File: src/rtl/fifo_uart_tx.sv
// ---------------------------------------------------------------------------------------------
// fifo_uart_tx
//
// Drains an 8-bit FIFO one byte per frame and serialises it onto an asynchronous line,
// LSB first, start bit low, stop bit high, CLK_DIV clk cycles per bit.
// The FIFO is read with a single-cycle strobe only from IDLE, so it is never touched while a
// frame is on the line. Read data is expected registered, i.e. valid the cycle after the strobe.
//
// Build option:
//   UART_TX_PARITY_EN  when defined, an even-parity bit is sent between the data and stop bits
//                      (11-bit frame). When undefined the frame is plain 8N1 (10 bits).
//
// Parameters:
//   CLK_DIV        clk cycles per serial bit (>= 2)
//
// Ports:
//   clk            system clock, rising edge
//   rst            synchronous, active-high reset
//   enable_i       allows a new byte to be fetched (only looked at in IDLE)
//   fifo_empty_i   FIFO empty flag (only looked at in IDLE)
//   fifo_re_o      FIFO read strobe, one cycle per byte
//   fifo_dout_i    FIFO registered read data
//   tx_o           serial line, idles high
//   busy_o         high whenever a byte is being fetched or sent
//   tx_done_o      one-cycle pulse in the last cycle of the stop bit
// ---------------------------------------------------------------------------------------------
module fifo_uart_tx #(
    parameter int unsigned CLK_DIV = 16
) (
    input  logic       clk,
    input  logic       rst,
    input  logic       enable_i,
    input  logic       fifo_empty_i,
    output logic       fifo_re_o,
    input  logic [7:0] fifo_dout_i,
    output logic       tx_o,
    output logic       busy_o,
    output logic       tx_done_o
);

    localparam int unsigned CntW = (CLK_DIV > 1) ? $clog2(CLK_DIV) : 1;
    localparam logic [CntW-1:0] BaudLast = CntW'(CLK_DIV - 1);

    typedef enum logic [2:0] {
        StIdle   = 3'd0,
        StFetch  = 3'd1,
        StLoad   = 3'd2,
        StStart  = 3'd3,
        StData   = 3'd4,
`ifdef UART_TX_PARITY_EN
        StParity = 3'd5,
`endif
        StStop   = 3'd6
    } state_e;

    state_e          state_q, state_d;
    logic [CntW-1:0] baud_q, baud_d;
    logic [2:0]      bit_q, bit_d;
    logic [7:0]      shift_q, shift_d;
`ifdef UART_TX_PARITY_EN
    logic            parity_q, parity_d;
`endif

    // Last clk cycle of the current serial bit.
    logic bit_end;
    assign bit_end = (baud_q == BaudLast);

    // -----------------------------------------------------------------------------------------
    // State and datapath registers
    // -----------------------------------------------------------------------------------------
    always_ff @(posedge clk) begin
        if (rst) begin
            state_q  <= StIdle;
            baud_q   <= '0;
            bit_q    <= '0;
            shift_q  <= '0;
`ifdef UART_TX_PARITY_EN
            parity_q <= 1'b0;
`endif
        end else begin
            state_q  <= state_d;
            baud_q   <= baud_d;
            bit_q    <= bit_d;
            shift_q  <= shift_d;
`ifdef UART_TX_PARITY_EN
            parity_q <= parity_d;
`endif
        end
    end

    // -----------------------------------------------------------------------------------------
    // Next-state logic
    // -----------------------------------------------------------------------------------------
    always_comb begin
        state_d  = state_q;
        baud_d   = baud_q;
        bit_d    = bit_q;
        shift_d  = shift_q;
`ifdef UART_TX_PARITY_EN
        parity_d = parity_q;
`endif

        unique case (state_q)
            StIdle: begin
                if (enable_i && !fifo_empty_i) begin
                    state_d = StFetch;
                end
            end

            // Read strobe is a Moore decode of this state; the data arrives next cycle.
            StFetch: begin
                state_d = StLoad;
            end

            StLoad: begin
                shift_d  = fifo_dout_i;
                baud_d   = '0;
                bit_d    = '0;
`ifdef UART_TX_PARITY_EN
                parity_d = ^fifo_dout_i;
`endif
                state_d  = StStart;
            end

            StStart: begin
                if (bit_end) begin
                    baud_d  = '0;
                    state_d = StData;
                end else begin
                    baud_d = baud_q + CntW'(1);
                end
            end

            StData: begin
                if (bit_end) begin
                    baud_d  = '0;
                    shift_d = shift_q >> 1;
                    // 3-bit counter wraps back to 0 after bit 7.
                    bit_d   = bit_q + 3'd1;
                    if (bit_q == 3'd7) begin
`ifdef UART_TX_PARITY_EN
                        state_d = StParity;
`else
                        state_d = StStop;
`endif
                    end
                end else begin
                    baud_d = baud_q + CntW'(1);
                end
            end

`ifdef UART_TX_PARITY_EN
            StParity: begin
                if (bit_end) begin
                    baud_d  = '0;
                    state_d = StStop;
                end else begin
                    baud_d = baud_q + CntW'(1);
                end
            end
`endif

            StStop: begin
                if (bit_end) begin
                    baud_d  = '0;
                    state_d = StIdle;
                end else begin
                    baud_d = baud_q + CntW'(1);
                end
            end

            default: begin
                state_d = StIdle;
                baud_d  = '0;
                bit_d   = '0;
            end
        endcase
    end

    // -----------------------------------------------------------------------------------------
    // Outputs: decoded from registers only, so enable_i / fifo_empty_i never reach fifo_re_o
    // combinationally.
    // -----------------------------------------------------------------------------------------
    always_comb begin
        tx_o = 1'b1;
        case (state_q)
            StStart:  tx_o = 1'b0;
            StData:   tx_o = shift_q[0];
`ifdef UART_TX_PARITY_EN
            StParity: tx_o = parity_q;
`endif
            default:  tx_o = 1'b1;
        endcase
    end

    assign fifo_re_o = (state_q == StFetch);
    assign busy_o    = (state_q != StIdle);
    assign tx_done_o = (state_q == StStop) && bit_end;

endmodule

File: config.mk
export PLATFORM = sky130hd
export DESIGN_NAME = fifo_uart_tx
export DESIGN_NICKNAME = d
export VERILOG_FILES = /design/src/rtl/fifo_uart_tx.sv
export SDC_FILE = /design/constraint.sdc
export NUM_CORES = 1
export LEC_CHECK = 0
export BUFFER_PORTS_ARGS = -buffer_cell sky130_fd_sc_hd__buf_2
export CORE_MARGIN = 2
export CORE_UTILIZATION = 48
export DETAILED_ROUTE_END_ITERATION = 6
export HOLD_SLACK_MARGIN = 0.06
export PLACE_DENSITY = 0.69
export SYNTH_ARGS = -nofsm -noshare
export SYNTH_HDL_FRONTEND = slang
export SYNTH_SLANG_ARGS = --single-unit
File: constraint.sdc
create_clock -name clk -period 1.99 [get_ports clk]
set_input_delay 0.0995 -clock clk [delete_from_list [all_inputs] [get_ports clk]]
set_output_delay 0.0995 -clock clk [all_outputs]
set_load 0.05 [all_outputs]
==> metrics.md <==
| Metric | Value |
|---|---|
| RSZ-0062 raised after global routing | false |
| Met1 track demand over resource | 28.39% |
| Core area | 0.002002 mm2 |
| Via count of the first global-routing pass | 856 |
| Count of filler cells inserted in the layout | 185 |
| Number of failing setup endpoints in the final timing report | 0 |
| Power density over cell area | 619.3 mW/mm2 |
| RD Place Congestion | 0.8427 |
| Cell count after synthesis | 116 |
| Overall routed net length | 2293 um |
| Async set-or-reset flop fraction in the synthesized netlist | 0% |
| Global-route usage over all layers | 20.19% |
| Placement Rows | 16 |
| Die span in x | 50.43 um |
| Combined area of the multi-input logic cells | 608.1 um2 |
| Antenna-violating nets left | 0 |
| Number of enable-type register cells in the synthesized netlist | 0 |
| Vias | 930 |
| Routed via count divided by cell count | 5.924 |
| Root Buffer | clkbuf_4 |
| Number of iterations in the first detailed-routing pass | 4 |
| Initial cell density of the core | 51.69% |
| Maximum clock skew at final layout | 0.008721 ns |
| Met2 track utilization from global routing | 30.48% |
| Clock latency on the worst-skew pair | 0.30 ns |
| # port buffers | 15 |
| TritonCTS clock tree | built |
| Yosys Warn Count | 0 |
| Final Hold Fails | 0 |
| Wire length per cell | 14.61 um |
| Top library cells by usage in the layout, fill and taps aside | 17 x a21oi_1, 17 x dfxtp_1, 15 x buf_2, 7 x inv_1, 7 x o221a_1 |
| Largest net degree at the start of global routing | 19 |
| Measured slew at the worst slew-check pin | 0.5209 ns |
| Post-route setup TNS | 0 ns |
| Post-detail-place hpwl | 1621 um |
| Synthesis-to-layout area growth | 14.15% |
| Headroom to the max-slew limit | 65.06% |
| Die ar. | 0.002543 mm2 |
| Largest fanout of any net on the critical path | 8 |
| Result of the run | complete, no violations |
| Number of H-tree levels | 1 |
| Critical path endpoint category | primary output |
| Fraction of layout instances using a drive strength above 1 | 24.62% |
| Clock sink count | 18 |
| Arrival time at the worst endpoint | 1.75 ns |
| Cell area after synthesis | 0.001035 mm2 |
| Remaining routing DRC violations | 0 |
| Clock slew seen by the registers of the worst setup and hold paths | 0.11 ns |
| Post-layout minimum cycle time | 1.847 ns |
| Register bit total from synthesis | 18 |
| Initial antenna violation count | 0 |
| P_leak | 0.4763 nW |
| Sequential-to-total area share from yosys stat | 34.82% |
| Post-CTS setup buffer count | 0 |
| Pre-CTS worst setup slack | 0.3186 ns |
| Worst Path Required | 1.89 ns |
| CP Launch Type | flip-flop |
| Syn avg cell area | 8.920 um2 |
| Total CTS buffers | 3 |
| First-iteration detailed-routing DRC count | 16 |
| Max frequency | 0.5414 GHz |
| Die Y-Extent | 50.43 um |
| Syn nets | 131 |
| ANT cells | 0 |
| Setup ws final | 0.1428 ns |
| Clock buffer depth | 2 |
| Unique masters post-synth | 39 |
| Start-to-end type of the worst setup path | flip-flop to primary output |
| Number of I/O pins | 16 |
| Wire length of the first global-routing pass | 3939 um |
| Final Max Slew Viols | 0 |
| Global-route track usage on met3 | 6.250% |
| Hold WC Path Type | input port to flip-flop |
| Final nets | 146 |
| Most instantiated flip-flop cell in the synthesis netlist | dfxtp_1 |
| Max-capacitance violation count | 0 |
| VDD IR-drop max | 0.3985 mV |
| Area used by sequential logic in the layout | 361.6 um2 |
| Final clock period utilization by the worst path | 92.82% |
| Residual overflow from global routing | 0 |
| Layer with the highest usage | met2 |
where the power goes:
group / internal (W) / switching, W
registers: 0.000376 / 0.0000184
logic: 0.0000448 / 0.0000564
clock network: 0.000112 / 0.000124
per-stage QoR:
stage	total power (W)	std cells	instance area, um2	util (%)	hold WS (ns)
floorplan	0.0004718	116	1035	-	0.2355
global placement	0.0004997	152	1130	56.44	0.3454
detailed placement	0.0005020	152	1130	56.44	0.3487
CTS	0.0007383	157	1177	58.81	0.1083
global route	0.0007667	157	1181	59.00	0.1137
finish	0.0007315	157	1181	59.00	0.1144
worst max-delay path: stages (launching register included):
cell and delay, ns:
dfxtp_1 0.39, ha_2 0.27, and3_2 0.31, and4b_1 0.22, buf_2 0.26
Yosys cell counts (2+ instances only):
| cell type | instances | area (um2) |
|---|---|---|
| dfxtp_1 | 18 | 360.4 |
| a21oi_1 | 17 | 85.08 |
| inv_1 | 7 | 26.28 |
| o221a_1 | 7 | 78.83 |
| nand2_1 | 6 | 22.52 |
| buf_2 | 5 | 25.02 |
| clkbuf_1 | 5 | 18.77 |
| ha_1 | 3 | 37.54 |
| nand3_1 | 3 | 15.01 |
| nor2b_1 | 3 | 18.77 |
| o2111ai_1 | 3 | 26.28 |
| a211o_1 | 2 | 17.52 |
| a21o_1 | 2 | 15.01 |
| a311oi_1 | 2 | 17.52 |
| a31oi_1 | 2 | 12.51 |
| and3b_1 | 2 | 17.52 |
| and4b_1 | 2 | 20.02 |
| nand2b_1 | 2 | 12.51 |
| nand4b_1 | 2 | 17.52 |
| nor2_1 | 2 | 7.510 |
| nor3b_1 | 2 | 15.01 |
| or3_1 | 2 | 12.51 |
repair_timing:
item,4_1_cts,5_1_grt
hold endpoints to repair,1,0
hold buffers,1,0
pin swaps,0,0
resized for setup,1,2
endpoints found under the setup margin,1,2
cloned,0,0
worst paths after layout:
| path | start | to | slack [ns] | depth (start not counted) |
|---|---|---|---|---|
| worst min register to register | bit_q[1] | bit_q[1] | 0.50 | 2 |
| worst max-delay path | baud_q[0] | tx_done_o | 0.14 | 4 |
| worst min-delay path | fifo_dout_i[4] | shift_q[4] | 0.11 | 4 |
| worst max register to register | baud_q[0] | shift_q[2] | 0.35 | 4 |
final cells by class:
class,instances,share of cell area [%]
multi-input cells,81,51.48
well taps,27,2.860
clock buffers,4,3.072
repair buffers,20,9.746
inverters,7,2.225
flip-flops and latches,18,30.61
layer usage:
metal / share of wire, % / wire, um
met1: 50 / 1144
met2: 43 / 996
met3: 5.9 / 136
met4: 0.65 / 15
met5: 0 / 0
flip-flops by register name, indices dropped and copies added (netlist names):
name,count
shift_q,8
baud_q,4
bit_q,3
state_q,3
cells by family after synthesis:
| family | synth area share [%] |
|---|---|
| AOI/OAI and AO/OA | 27.69 |
| xor gates and xnor gates | 0.8466 |
| adders and majority gates | 4.716 |
| buffers and inverters | 6.772 |
| DFF | 34.83 |
| and+or+nand+nor | 25.15 |
Power figures use the tool's default switching activity.
